[config.mk]
export PLATFORM = sky130hd
export DESIGN_NAME = iq_word_packer
export DESIGN_NICKNAME = d
export VERILOG_FILES = /design/src/rtl/iq_word_packer_pkg.sv /design/src/rtl/iq_sync_fifo.sv /design/src/rtl/iq_word_packer.sv
export SDC_FILE = /design/constraint.sdc
export NUM_CORES = 1
export LEC_CHECK = 0
export ABC_AREA = 1
export CORE_MARGIN = 4
export CORE_UTILIZATION = 30
export CTS_CLUSTER_DIAMETER = 200
export CTS_CLUSTER_SIZE = 40
export DETAILED_ROUTE_END_ITERATION = 8
export PLACE_DENSITY = 0.46
export SLEW_MARGIN = 40
export SYNTH_ARGS = -nofsm -noshare
export SYNTH_HDL_FRONTEND = slang
export SYNTH_SLANG_ARGS = --single-unit
export TNS_END_PERCENT = 5
[constraint.sdc]
create_clock -name MCU_CLK_25_000 -period 4.2 [get_ports MCU_CLK_25_000]
set_input_delay 0.84 -clock MCU_CLK_25_000 [delete_from_list [all_inputs] [get_ports MCU_CLK_25_000]]
set_output_delay 0.84 -clock MCU_CLK_25_000 [all_outputs]
set_load 0.1 [all_outputs]
[src/rtl/iq_word_packer_pkg.sv]
// Shared types and constants for the GPS IQ nibble packer.
package iq_word_packer_pkg;

  localparam int unsigned NIBBLE_W = 4;

  // Bit positions within the captured nibble {I1, I0, Q1, Q0}
  localparam int unsigned I1_POS = 3;
  localparam int unsigned I0_POS = 2;
  localparam int unsigned Q1_POS = 1;
  localparam int unsigned Q0_POS = 0;

  typedef enum logic [1:0] {
    DISABLED = 2'd0,
    ARMED    = 2'd1,
    FILLING  = 2'd2
  } pack_state_t;

  function automatic int unsigned npw(input int unsigned word_w);
    return word_w / NIBBLE_W;
  endfunction

endpackage

[src/rtl/iq_sync_fifo.sv]
// Single-clock show-ahead FIFO; rd_data always presents the head entry.
module iq_sync_fifo #(
  parameter int unsigned W     = 16,
  parameter int unsigned DEPTH = 8
) (
  input  logic                     clk,
  input  logic                     rst_n,
  input  logic                     push,
  input  logic [W-1:0]             push_data,
  input  logic                     pop,
  output logic [W-1:0]             rd_data,
  output logic [$clog2(DEPTH):0]   level,
  output logic                     full,
  output logic                     empty
);

  localparam int unsigned AW = $clog2(DEPTH);
  localparam int unsigned LW = AW + 1;

  logic [W-1:0]  mem [DEPTH];
  logic [AW-1:0] wr_ptr;
  logic [AW-1:0] rd_ptr;
  logic          do_push;
  logic          do_pop;

  assign empty   = (level == '0);
  assign full    = (level == LW'(DEPTH));
  assign do_pop  = pop && !empty;
  // A pop frees the head slot, so a push is accepted even when full
  assign do_push = push && (!full || do_pop);
  assign rd_data = mem[rd_ptr];

  always_ff @(posedge clk or negedge rst_n) begin
    if (!rst_n) begin
      wr_ptr <= '0;
      rd_ptr <= '0;
      level  <= '0;
      for (int unsigned i = 0; i < DEPTH; i++) begin
        mem[i] <= '0;
      end
    end else begin
      if (do_push) begin
        mem[wr_ptr] <= push_data;
        wr_ptr      <= wr_ptr + AW'(1);
      end
      if (do_pop) begin
        rd_ptr <= rd_ptr + AW'(1);
      end
      case ({do_push, do_pop})
        2'b10:   level <= level + LW'(1);
        2'b01:   level <= level - LW'(1);
        default: level <= level;
      endcase
    end
  end

endmodule

[src/rtl/iq_word_packer.sv]
// Packs 4-bit GPS IQ samples MSB-first into words, buffers them and counts dropped words.
module iq_word_packer
  import iq_word_packer_pkg::*;
#(
  parameter int unsigned WORD_W     = 16,
  parameter int unsigned FIFO_DEPTH = 8,
  parameter int unsigned OVF_W      = 8
) (
  input  logic                          MCU_CLK_25_000,
  input  logic                          RESET_N,
  input  logic                          GPS_I0,
  input  logic                          GPS_I1,
  input  logic                          GPS_Q0,
  input  logic                          GPS_Q1,
  input  logic                          DATAREADY,
  input  logic                          ENABLE,
  output logic [WORD_W-1:0]             WORD_DATA,
  output logic                          WORD_VALID,
  input  logic                          WORD_READY,
  output logic [$clog2(FIFO_DEPTH):0]   FIFO_LEVEL,
  output logic                          OVERFLOW,
  output logic [OVF_W-1:0]              OVF_COUNT,
  input  logic                          OVF_CLEAR
);

  localparam int unsigned NPW   = npw(WORD_W);
  localparam int unsigned IDX_W = (NPW > 1) ? $clog2(NPW) : 1;
  localparam logic [OVF_W-1:0] OVF_MAX = '1;

  pack_state_t         state, state_n;
  logic [IDX_W-1:0]    idx, idx_n;
  logic [WORD_W-1:0]   shift, shift_n;
  logic [WORD_W-1:0]   word_c;
  logic [NIBBLE_W-1:0] nib_c;
  logic                push_c;
  logic                pop_c;
  logic                drop_c;
  logic                full;
  logic                empty;

  always_comb begin
    nib_c         = '0;
    nib_c[I1_POS] = GPS_I1;
    nib_c[I0_POS] = GPS_I0;
    nib_c[Q1_POS] = GPS_Q1;
    nib_c[Q0_POS] = GPS_Q0;
  end

  // Next-state: shift left so the earliest nibble ends up in the top bits
  always_comb begin
    state_n = state;
    idx_n   = idx;
    shift_n = shift;
    push_c  = 1'b0;
    word_c  = (shift << NIBBLE_W) | WORD_W'(nib_c);
    if (!ENABLE) begin
      state_n = DISABLED;
      idx_n   = '0;
      shift_n = '0;
    end else begin
      case (state)
        DISABLED: state_n = ARMED;
        ARMED, FILLING: begin
          if (DATAREADY) begin
            state_n = FILLING;
            if (idx == IDX_W'(NPW - 1)) begin
              push_c  = 1'b1;
              idx_n   = '0;
              shift_n = '0;
            end else begin
              idx_n   = idx + IDX_W'(1);
              shift_n = word_c;
            end
          end
        end
        default: state_n = DISABLED;
      endcase
    end
  end

  always_ff @(posedge MCU_CLK_25_000 or negedge RESET_N) begin
    if (!RESET_N) begin
      state <= DISABLED;
      idx   <= '0;
      shift <= '0;
    end else begin
      state <= state_n;
      idx   <= idx_n;
      shift <= shift_n;
    end
  end

  assign WORD_VALID = !empty;
  assign pop_c      = WORD_VALID && WORD_READY;
  assign drop_c     = push_c && full && !pop_c;

  iq_sync_fifo #(
    .W     (WORD_W),
    .DEPTH (FIFO_DEPTH)
  ) u_fifo (
    .clk       (MCU_CLK_25_000),
    .rst_n     (RESET_N),
    .push      (push_c),
    .push_data (word_c),
    .pop       (pop_c),
    .rd_data   (WORD_DATA),
    .level     (FIFO_LEVEL),
    .full      (full),
    .empty     (empty)
  );

  // A drop in the same cycle as a clear restarts the count at one
  always_ff @(posedge MCU_CLK_25_000 or negedge RESET_N) begin
    if (!RESET_N) begin
      OVERFLOW  <= 1'b0;
      OVF_COUNT <= '0;
    end else if (drop_c) begin
      OVERFLOW <= 1'b1;
      if (OVF_CLEAR) begin
        OVF_COUNT <= OVF_W'(1);
      end else if (OVF_COUNT != OVF_MAX) begin
        OVF_COUNT <= OVF_COUNT + OVF_W'(1);
      end
    end else if (OVF_CLEAR) begin
      OVERFLOW  <= 1'b0;
      OVF_COUNT <= '0;
    end
  end

endmodule

Word level (Yosys, flattened, before mapping)
Index checks and enable logic that the tools add are counted.
{"block": "totals", "elab_cells": 84, "in_bits": 10, "out_inout_bits": 30, "reg_bits": 163}
{"block": "op_classes", "mux": 28, "magnitude_cmp": 3, "bitwise": 3, "n_addsub": 6, "reduce_logical": 18, "n_eq_ne": 10}
{"cell": "bitwise mux 128 bit", "n": 1}
{"cell": "binary-select mux 16 bit (select 3 bit)", "n": 1}
{"cell": "demux 16 bit (select 3 bit)", "n": 1}
{"cell": "two-way mux 12 bit", "n": 4}
{"cell": "two-way mux 16 bit", "n": 3}
{"cell": "two-way mux 8 bit", "n": 4}
{"cell": "bitwise OR 16 x 4 -> 16 bit", "n": 1}
{"cell": "two-way mux 2 bit", "n": 6}
{"cell": "adder 8 x 1 -> 8 bit (second input constant)", "n": 1}
{"cell": "greater-or-equal comparator 4 bit (second input constant)", "n": 2}
{"cell": "!= test 8 bit (second input constant)", "n": 1}
{"cell": "NOT 3 -> 4 bit", "n": 2}
{"cell": "case mux 4 bit (2 select lines)", "n": 1}
{"cell": "adder 3 x 1 -> 3 bit (second input constant)", "n": 2}
{"cell": "equality test 2 bit (second input constant)", "n": 3}
{"cell": "logical AND 1 bit", "n": 6}
{"cell": "two-way mux 1 bit", "n": 6}
{"cell": "nonzero test 2 bit", "n": 3}
{"cell": "adder 4 x 1 -> 4 bit (second input constant)", "n": 1}
{"cell": "equality test 2 x 1 -> 1 bit (second input constant)", "n": 2}
{"cell": "equality test 4 bit (second input constant)", "n": 1}
{"cell": "zero test 4 bit", "n": 1}
{"cell": "less-than comparator 4 x 1 -> 1 bit (second input constant)", "n": 1}
{"cell": "case mux 2 bit (2 select lines)", "n": 1}
{"cell": "other kinds (10)", "n": 13}

Depth between registers and ports, before layout
Gate-level depths: netlist of the first run.
{"block": "depth", "depth_word": 9, "ltp_mapped": 14, "mapped_depth_nobuf": 14}

By module
Synthesis of the first run repeated with hierarchy kept, for this count alone.
{"block": "hier_totals", "hier_cells": 1111, "area_unflattened_um2": 8703.3}
{"mod": "iq_sync_fifo", "area_each_um2": 7410.9, "cells_each": 965, "instances": 1, "seq_area_each_um2": 3453.3}
{"mod": "iq_word_packer", "area_each_um2": 1292.5, "cells_each": 146, "instances": 1, "seq_area_each_um2": 625.6}

Least setup slack after synthesis of the first run
OpenSTA, ideal clock, no wires.
{"block": "synth_timing", "path_type": "reg-to-reg", "start": "register u_fifo.level[0]", "end": "register u_fifo.level[2]", "required_ns": 4.118, "t_arrival_ns": 3.470, "period_less_slack_ns": 3.552, "stages_incl_launch_ff": 13, "path_slack_ns": 0.648, "setup_time_ns": 0.082, "n_path_buf": 0, "path_cell_list": "dfrtp_1 > nor2_1 > nand3_1 > nand2_1 > inv_1 > ha_1 > nand2_1 > inv_1 > nor2_1 > ha_1 > a21oi_1 > or2_2 > a31oi_1"}
{"block": "synth_between", "elab_chain_len": 8, "word_cells_on_any_way": 14, "classes_between": "2 x add/sub; 3 x eq/ne; 1 x mux; 8 x reduce/logical"}
{"element": "start, declared", "line_no": "iq_sync_fifo.sv:12", "rtl": "output logic [$clog2(DEPTH):0] level,"}
{"element": "start signal, assigned", "line_no": "iq_sync_fifo.sv:50", "rtl": "2'b10: level <= level + LW'(1);"}
{"element": "start signal, assigned", "line_no": "iq_sync_fifo.sv:51", "rtl": "2'b01: level <= level - LW'(1);"}
{"element": "start signal, assigned", "line_no": "iq_sync_fifo.sv:52", "rtl": "default: level <= level;"}
{"element": "zero test 4 bit (*)", "line_no": "iq_sync_fifo.sv:26", "rtl": "assign empty = (level == '0);"}
{"element": "zero test 1 bit (*)", "line_no": "iq_word_packer.sv:93", "rtl": "assign WORD_VALID = !empty;"}
{"element": "net WORD_VALID", "line_no": "iq_word_packer.sv:18", "rtl": "output logic WORD_VALID,"}
{"element": "logical AND 1 bit", "line_no": "iq_word_packer.sv:94", "rtl": "assign pop_c = WORD_VALID && WORD_READY;"}
{"element": "logical AND 1 bit (*)", "line_no": "iq_sync_fifo.sv:28", "rtl": "assign do_pop = pop && !empty;"}
{"element": "net u_fifo.do_pop", "line_no": "iq_sync_fifo.sv:24", "rtl": "logic do_pop;"}
{"element": "logical OR 1 bit", "line_no": "iq_sync_fifo.sv:30", "rtl": "assign do_push = push && (!full || do_pop);"}
{"element": "logical AND 1 bit", "line_no": "iq_sync_fifo.sv:30"}
{"element": "equality test 2 x 1 -> 1 bit / equality test 2 bit (equally long branches)", "line_no": "iq_sync_fifo.sv:49", "rtl": "case ({do_push, do_pop})"}
{"element": "case mux 4 bit (2 select lines) / nonzero test 2 bit (equally long branches)"}
Mark *: on every way through the listed nets, which the timed path passes. The rest lies on a longest branch.
A chain may end at the register's enable or synchronous reset.

Worst setup path after layout of the first run
{"block": "layout_timing", "start": "register u_fifo.rd_ptr[2]", "end": "output WORD_DATA[13]"}
{"block": "layout_between", "elab_chain_len": 4}
{"element": "start, declared", "line_no": "iq_sync_fifo.sv:22", "rtl": "logic [AW-1:0] rd_ptr;"}
{"element": "start signal, assigned", "line_no": "iq_sync_fifo.sv:47", "rtl": "rd_ptr <= rd_ptr + AW'(1);"}
{"element": "NOT 3 -> 4 bit (not written as such)", "line_no": "iq_sync_fifo.sv:31", "rtl": "assign rd_data = mem[rd_ptr];"}
{"element": "binary-select mux 16 bit (select 3 bit)", "line_no": "iq_sync_fifo.sv:31"}
{"element": "two-way mux 16 bit (not written as such) (2 in series)", "line_no": "iq_sync_fifo.sv:31"}
{"element": "end, declared", "line_no": "iq_word_packer.sv:17", "rtl": "output logic [WORD_W-1:0] WORD_DATA,"}
Every way passes these cells. The select of a mux whose other input is x is not followed.

==> run_results.csv, run 1 <==
group,metric,value,unit
clock_network,clk_latency,0.43,ns
clock_network,cts_num_sinks,163,
die,rows,57,
die,die_w,167,um
clock_network,cts_root_buffer,"clkbuf_16",
clock_network,htree_levels,4,
worst_setup_path,crit_required,3.36,ns
detailed_routing,postRouteAntennaNets,0,
global_routing,track_usage,15.0,%
clock_network,cts_max_path_buffers,2,
detailed_routing,finalWirelength,20.2,mm
sta,worst_pin_slew,0.825,ns
power_and_ir_drop,totalPowerFinal,6100,uW
sta,fmax,306,MHz
layout,filler_cell_count,2654,
die,coreArea,24600,um^2
sta,fin_ws,0.935,ns
layout,syn2layout_area_growth,14.1,%
power_and_ir_drop,power_density,706,nW/um^2
layout,final_cells,1254,
layout,layout.nets,935,
worst_setup_path,critical_path_arrival,2.42,ns
placed_design,post-dp-hpwl,11.4,mm
status,status,"completed",
clock_network,cts.clk_slew.worst_paths,0.07,ns
sta,hold_ws,0.393,ns
global_routing,grt-ovfl-total,0,
worst_setup_path,cp-end-kind,"output pin",
clock_network,cts_resized,0,
sta,setup_violations,0,
global_routing,grt_max_degree,84,
worst_setup_path,endpoint,"WORD_DATA[13]",
worst_setup_path,critPathMaxFanout,17,
worst_setup_path,worstRegToRegCells,13,
placed_design,io_buffers,39,
detailed_routing,drc,0,
detailed_routing,post_drt_wl_per_cell,16.1,um
placed_design,pre_cts_slack,1.16,ns
detailed_routing,vias_per_cell,4.77,
clock_network,cts_setup_buffers,0,
yosys,syn_inst,902,
yosys,synth_nets,920,
global_routing,grt_pass1_wl,33.0,mm
yosys,ys_ff_latch,163,
yosys,syn_avg_cell_area,8.41,um^2
worst_setup_path,startpoint_type,"flop",
yosys,synth_area,7580,um^2
sta,rsz0062_at_grt,"false",
yosys,yosys_warnings,0,
die,initial_utilization,30.8,%
yosys,synth_cell_types,30,
power_and_ir_drop,ir_worst_vdd,0.865,mV
sta,hold_violations,0,
worst_setup_path,setup.worst_path.start,"u_fifo.rd_ptr[2]",
placed_design,dp_cells,1222,
sta,skew,0.0124,ns
detailed_routing,vias,5982,
worst_setup_path,criticalPathCategory,"reg2out",
detailed_routing,drtIter0Drc,455,
sta,min_period,3.26,ns
job,cap_violations,0,
yosys,yosysSeqAreaShare,53.8,%
clock_network,numCtsBuffers,17,
sta,setup_tns,0,ns
clock_network,cts_hold_buf,0,
worst_setup_path,r2r_end,"u_fifo.level[2]",
sta,relSlewSlack,44.7,%
clock_network,cts_tree,"done",
sta,period_share,77.7,%
die,dieArea,27900,um^2
global_routing,grt_antenna_before_repair,0,
detailed_routing,drtPass1Iterations,6,
layout,num_antenna_cells,0,
global_routing,grt_pass1_vias,5837,
power_and_ir_drop,p_leak,0.00406,uW
layout,final_layout_size_suffix_gt1_share,9.68,%
die,io_pins,40,
sta,final_max_slew_viol_count,0,
min_path,hold_path.class,"in2async",
placed_design,gp_congestion,0.760,
die,dieHeight,167,um
worst_setup_path,rr_startpoint,"state[1]",
worst_setup_path,ff2ff_setup_slack,1.94,ns
-- synthesized netlist by cell type, drive strengths merged --
cell type | instances | area [um^2]
nor2 | 119 | 454
nand3 | 14 | 70.1
dfrtp | 163 | 4080
nand4 | 3 | 18.8
ha | 8 | 100
xor2 | 5 | 43.8
nand2 | 247 | 985
a31oi | 1 | 6.26
clkinv | 1 | 3.75
nor3 | 1 | 5.00
buf | 33 | 308
or2 | 1 | 6.26
o211ai | 1 | 7.51
o22ai | 12 | 75.1
nand3b | 1 | 7.51
inv | 40 | 150
xnor2 | 2 | 17.5
clkbuf | 18 | 68.8
o21ai | 228 | 1160
a21oi | 4 | 20.0
-- area by class of cell --
| type | count | area [um^2] | share of cell area [%] |
|---|---|---|---|
| Sequential cell | 163 | 4080 | 47.2 |
| Multi-Input combinational cell | 647 | 2970 | 34.4 |
| Clock buffer | 18 | 439 | 5.08 |
| Tap cell | 324 | 405 | 4.69 |
| Timing Repair Buffer | 47 | 395 | 4.57 |
| Clock inverter | 14 | 201 | 2.33 |
| Inverter | 41 | 154 | 1.78 |
-- per-stage QoR --
| step | util (%) | instance area [um^2] |
|---|---|---|
| after floorplan | - | 7580 |
| after global placement | 32.8 | 8080 |
| after detailed placement | 32.6 | 8010 |
| after CTS | 35.2 | 8650 |
| after global routing | 35.2 | 8650 |
| final | 35.2 | 8650 |
-- sequential cells by signal, indices dropped and copies added (netlist names) --
signal         count
OVERFLOW           1
OVF_COUNT          8
idx                2
shift             12
state              2
u_fifo.level       4
u_fifo.mem       128
u_fifo.rd_ptr      3
u_fifo.wr_ptr      3
-- cells in the final DEF (no fill, tap or decap), types with 7 or more instances in the layout --
master	n
nand2_1	238
dfrtp_1	161
nor2_1	118
o21ai_1	117
o21ai_0	107
inv_1	38
buf_4	20
clkbuf_16	17
nand3_1	14
buf_2	14
o22ai_1	12
ha_1	8
clkdlybuf4s50_1	8
nand2_4	7
-- critical path, cell delays in order (launching register included) --
cell	delay (ns)
dfrtp_1	0.32
buf_4	0.29
clkinv_1	0.73
nand2_1	0.27
nand2_1	0.12
buf_4	0.25
-- worst min-delay path by stage --
stage | start | to | depth (start not counted)
global route | RESET_N | OVF_COUNT[7] | 1
global placement | u_fifo.mem[82] | u_fifo.mem[82] | 2
detailed placement | u_fifo.mem[89] | u_fifo.mem[89] | 2
CTS | RESET_N | OVF_COUNT[7] | 1
finish | RESET_N | OVF_COUNT[7] | 1
floorplan | u_fifo.mem[80] | u_fifo.mem[80] | 2
-- where the power goes --
part / internal [uW] / switching (uW) / total, uW
Clock: 1020 / 688 / 1710
Combinational: 589 / 2040 / 2630
Sequential: 1650 / 113 / 1770
Total: 3270 / 2840 / 6100
-- per-layer routing --
metal | wire length, um | global-route usage, %
met3 | 638 | 3.37
met5 | 0 | 0
met1 | 10300 | 21.6
met2 | 9030 | 23.0
met4 | 286 | 3.74
-- cell families after synthesis --
family / share of synthesized area [%]
XOR/XNOR: 0.809
AO/OA/AOI/OAI: 16.7
adder cells (fa/ha/maj): 1.32
flip-flops: 53.8
buffers and inverters: 7.00
AND/OR/NAND/NOR: 20.4
Note: power is estimated with default switching activity, not from simulation.
==> inputs of run 2 (changes only) <==
Settings changed: PLACE_DENSITY 0.46 to 0.47.
Clock period 4.2 ns to 3 ns, I/O delays scaled along.
==> run_results.csv, run 2 (synthesis results as in run 1) <==
group,metric,value,unit
status,status,"completed",
placed_design,pre_cts_slack,0.280,ns
worst_setup_path,setup.worst_path.start,"u_fifo.rd_ptr[1]",
clock_network,cts_hold_buf,0,
worst_setup_path,max_stage_delay,0.74,ns
worst_setup_path,criticalPathCategory,"reg2out",
detailed_routing,finalWirelength,19.5,mm
global_routing,track_usage,14.6,%
die,rows,57,
clock_network,cts_root_buffer,"clkbuf_16",
sta,min_period,2.78,ns
power_and_ir_drop,ir_worst_vdd,0.840,mV
worst_setup_path,critical_path_arrival,2.18,ns
worst_setup_path,rr_startpoint,"u_fifo.level[1]",
sta,hold_violations,0,
layout,largest_register_ffs,128,
die,coreArea,24600,um^2
clock_network,cts_resized,0,
die,die_w,167,um
layout,final_common_cell,"nand2_1",
worst_setup_path,crit_path_top_delay_cell,"dfrtp_2",
layout,fin_area,8840,um^2
placed_design,placed_area,8280,um^2
layout,layout_common_cells,"nand2_1 (238), dfrtp_1 (161), nor2_1 (118)",
detailed_routing,vias_per_cell,4.72,
sta,fin_ws,0.221,ns
clock_network,cts_max_path_buffers,2,
clock_network,cts_num_sinks,163,
worst_setup_path,cp-end-kind,"output pin",
sta,final_max_slew_viol_count,0,
power_and_ir_drop,power_density,997,nW/um^2
worst_setup_path,cp_cell_sequence,"buf_12, o21ai_0, o21ai_0, nand2_1, nand2_1, buf_12",
clock_network,htree_levels,4,
sta,fmax,360,MHz
layout,largestRegisters,"u_fifo.mem (128), shift (12), OVF_COUNT (8)",
sta,rsz0062_at_grt,"false",
detailed_routing,drtIter0Drc,424,
min_path,hold_path.class,"in2async",
detailed_routing,vias,5942,
layout,largest-register,"u_fifo.mem",
job,cap_violations,0,
sta,period_share,92.6,%
die,dieArea,27900,um^2
sta,skew,0.0194,ns
global_routing,grt_antenna_before_repair,0,
global_routing,grt_pass1_vias,5818,
placed_design,io_buffers,39,
layout,syn2layout_area_growth,16.6,%
clock_network,cts_setup_buffers,0,
detailed_routing,post_drt_wl_per_cell,15.5,um
sta,setup_tns,0,ns
die,dieHeight,167,um
sta,relSlewSlack,56.7,%
layout,final_layout_size_suffix_gt1_share,10.2,%
worst_setup_path,worstRegToRegCells,12,
detailed_routing,drc,0,
detailed_routing,drtPass1Iterations,5,
power_and_ir_drop,p_leak,0.00410,uW
die,initial_utilization,30.8,%
sta,worst_pin_slew,0.648,ns
worst_setup_path,cp_top_family,"flip-flops",
clock_network,clk_latency,0.43,ns
worst_setup_path,ff2ff_setup_slack,0.69,ns
worst_setup_path,startpoint_type,"flop",
sta,hold_ws,0.114,ns
worst_setup_path,crit_required,2.40,ns
die,io_pins,40,
clock_network,cts.clk_slew.worst_paths,0.07,ns
clock_network,numCtsBuffers,17,
worst_setup_path,critPathMaxFanout,28,
layout,layout.nets,940,
global_routing,grt-ovfl-total,0,
placed_design,post-dp-hpwl,11.7,mm
detailed_routing,postRouteAntennaNets,0,
worst_setup_path,cp_num_buf_inv,2,
layout,num_antenna_cells,0,
clock_network,cts_tree,"done",
global_routing,grt_pass1_wl,32.6,mm
placed_design,gp_congestion,0.736,
worst_setup_path,r2r_end,"u_fifo.level[2]",
sta,setup_violations,0,
global_routing,grt_max_degree,55,
layout,fin_util,35.9,%
[run 2: cell types whose count changed in the layout (fill, tap and decap cells not counted), sizes merged]
| cell | before | now |
|---|---|---|
| buf | 39 | 44 |
| bufinv | 4 | 1 |
| inv | 43 | 45 |
| clkbuf | 18 | 19 |
[run 2: worst max path at each step]
stage	endpoint	slack, ns	cells past startpoint
6_report	WORD_DATA[7]	0.22	6
5_1_grt	WORD_DATA[0]	0.05	6
4_1_cts	WORD_DATA[4]	0.18	6
3_5_place_dp	u_fifo.level[2]	0.28	12
3_3_place_gp	u_fifo.level[2]	0.32	12
2_1_floorplan	u_fifo.level[2]	0.004	12
[run 2: power by group]
| group | leakage (uW) | switching, uW | internal [uW] |
|---|---|---|---|
| combinational | 0.00158 | 2950 | 1290 |
| clock | 0.000279 | 919 | 1180 |
| sequential | 0.00224 | 163 | 2320 |
| total | 0.00410 | 4040 | 4780 |
[run 2: final cells by class]
type                       count  area, um^2
clock buffer                  19         443
clock inverter                13         123
fill                        2554       15800
inverter                      41         154
multi-input combinational    647        2990
sequential                   163        4080
tap                          324         405
timing repair buffer          52         652
[run 2: metal layers]
layer  vias up  track usage [%]  wire length, um
met5         -                0                0
met4         0             3.63              150
met3         9             2.47              545
met2        76             22.9             8890
met1      2865             21.1             9940
li1       2992                -                -
[run 2: metrics by stage]
step	power (uW)	std cells
4_1_cts	8980	1259
3_3_place_gp	6840	1227
2_1_floorplan	5350	902
3_5_place_dp	6830	1227
6_report	8820	1259
5_1_grt	9350	1259
==> inputs of run 3 (changes only) <==
Settings changed: ABC_CLOCK_PERIOD_IN_PS from default to 3000, CORE_MARGIN 4 to 3, DONT_BUFFER_PORTS from default to 1, PLACE_DENSITY 0.47 to 0.45.
==> run_results.csv, run 3 (synthesis results as in run 1) <==
group,metric,value,unit
min_path,hold_path.class,"in2async",
sta,setup_violations,0,
die,initial_utilization,30.8,%
worst_setup_path,cp_cell_sequence,"buf_4, o21ai_0, o21ai_0, nand2_1, nand2_1, buf_12",
sta,min_period,2.77,ns
clock_network,cts.clk_slew.worst_paths,0.07,ns
sta,worst_pin_slew,0.681,ns
worst_setup_path,startpoint_type,"flop",
global_routing,grt-ovfl-total,0,
sta,rsz0062_at_grt,"false",
detailed_routing,drtIter0Drc,458,
status,violations,"hold timing",
worst_setup_path,setup.worst_path.start,"u_fifo.rd_ptr[1]",
clock_network,cts_root_buffer,"clkbuf_16",
power_and_ir_drop,ir_worst_vdd,0.607,mV
layout,largest-register,"u_fifo.mem",
worst_setup_path,max_stage_delay,0.62,ns
detailed_routing,finalWirelength,20.1,mm
placed_design,io_buffers,0,
worst_setup_path,rr_startpoint,"u_fifo.level[1]",
clock_network,numCtsBuffers,17,
sta,relSlewSlack,54.5,%
die,coreArea,24600,um^2
sta,period_share,92.5,%
worst_setup_path,cp_num_buf_inv,2,
sta,setup_tns,0,ns
sta,fmax,360,MHz
worst_setup_path,crit_path_top_delay_cell,"dfrtp_2",
placed_design,gp_congestion,0.746,
job,cap_violations,0,
layout,filler_cell_count,2597,
detailed_routing,vias,5829,
global_routing,grt_pass1_vias,5881,
layout,largest_register_ffs,128,
detailed_routing,drc,0,
global_routing,track_usage,15.8,%
power_and_ir_drop,power_density,1030,nW/um^2
worst_setup_path,critPathMaxFanout,24,
layout,final_layout_size_suffix_gt1_share,9.78,%
worst_setup_path,cp_num_cells,6,
layout,final_common_cell,"nand2_1",
clock_network,cts_num_sinks,163,
worst_setup_path,endpoint,"WORD_DATA[1]",
clock_network,cts_setup_buffers,0,
worst_setup_path,cp-end-kind,"output pin",
detailed_routing,vias_per_cell,4.69,
layout,largestRegisters,"u_fifo.mem (128), shift (12), OVF_COUNT (8)",
clock_network,clk_latency,0.43,ns
sta,hold_violations,163,
die,die_w,165,um
die,dieHeight,165,um
detailed_routing,drtPass1Iterations,5,
worst_setup_path,criticalPathCategory,"reg2out",
global_routing,grt_max_degree,164,
worst_setup_path,cp_top_family,"flip-flops",
worst_setup_path,r2r_end,"u_fifo.level[2]",
placed_design,post-dp-hpwl,11.4,mm
sta,skew,0.0116,ns
global_routing,grt_pass1_wl,33.2,mm
detailed_routing,postRouteAntennaNets,0,
layout,fin_util,35.6,%
power_and_ir_drop,p_leak,0.00404,uW
clock_network,htree_levels,4,
layout,layout.nets,925,
detailed_routing,post_drt_wl_per_cell,16.1,um
global_routing,grt_antenna_before_repair,0,
clock_network,cts_max_path_buffers,2,
layout,num_antenna_cells,0,
worst_setup_path,crit_required,2.40,ns
worst_setup_path,critical_path_arrival,2.17,ns
die,io_pins,40,
die,rows,57,
die,dieArea,27200,um^2
layout,layout_common_cells,"nand2_1 (238), dfrtp_1 (160), nor2_1 (118)",
worst_setup_path,ff2ff_setup_slack,0.73,ns
layout,syn2layout_area_growth,15.4,%
sta,final_max_slew_viol_count,0,
worst_setup_path,worstRegToRegCells,12,
sta,hold_ws,-0.118,ns
clock_network,cts_tree,"done",
status,status,"finished, violations left",
==> run 3: cell count changes in the layout (fill, tap and decap cells not counted), moves of 2 or more <==
cell / delta
clkinv_2: -2
clkinvlp_4: +5
bufinv_16: +3
buf_12: -2
clkdlybuf4s50_1: -8
inv_6: -2
buf_4: -5
clkinv_4: -2
==> run 3: how the worst min path moves through the flow <==
stage          startpoint              to  depth (start not counted)
2_1_floorplan     RESET_N        OVERFLOW                          0
3_3_place_gp      RESET_N  u_fifo.mem[21]                          0
3_5_place_dp      RESET_N  u_fifo.mem[21]                          0
4_1_cts           RESET_N  u_fifo.mem[74]                          0
5_1_grt           RESET_N  u_fifo.mem[21]                          0
6_report          RESET_N  u_fifo.mem[21]                          0
==> run 3: worst reg2reg max path: stages (launching register included) <==
cell and delay [ns]:
dfrtp_1 0.39, nor2_1 0.28, nand3_4 0.10, nand2_1 0.15
inv_1 0.12, ha_1 0.25, nand2_1 0.08, inv_1 0.05
nor2_1 0.12, ha_1 0.16, a21oi_1 0.05, or2_2 0.31
a31oi_1 0.13
==> run 3: area by class of cell <==
class | instances | area (um^2) | area share (%)
inverters | 41 | 154 | 1.76
well taps | 324 | 405 | 4.63
repair buffers | 37 | 494 | 5.65
clock inverters | 15 | 205 | 2.34
clock buffers | 17 | 425 | 4.86
flip-flops and latches | 163 | 4080 | 46.6
multi-input cells | 647 | 2990 | 34.1
==> run 3: routing by layer <==
| layer | wire (um) | vias up | track usage, % |
|---|---|---|---|
| li1 | - | 2955 | - |
| met1 | 10000 | 2800 | 22.1 |
| met2 | 9330 | 63 | 25.0 |
| met3 | 518 | 11 | 3.41 |
| met4 | 193 | 0 | 3.74 |
| met5 | 0 | - | 0 |
==> run 3: repair_timing <==
action / 4_1_cts / 5_1_grt
setup endpoints to repair: 0 / 6
resized for setup: 0 / 1
hold endpoints to repair: 163 / 163
==> run 3: through the flow <==
step                power (uW)  hold WS [ns]  worst slack (ns)  area [um^2]  instances
floorplan                 5350         0.304           0.00357         7590        902
global placement          6710         0.317             0.601         8120       1212
detailed placement        6710         0.318             0.622         8120       1212
CTS                       9100        -0.144             0.141         8750       1244
global route              9490        -0.148            0.0352         8750       1244
finish                    9000        -0.118             0.226         8750       1244
==> run 3: report_power, final <==
part | internal, uW | total, uW | switching [uW]
combinational | 1270 | 4210 | 2940
sequential | 2320 | 2440 | 121
clock | 1400 | 2350 | 953
total | 4990 | 9000 | 4020
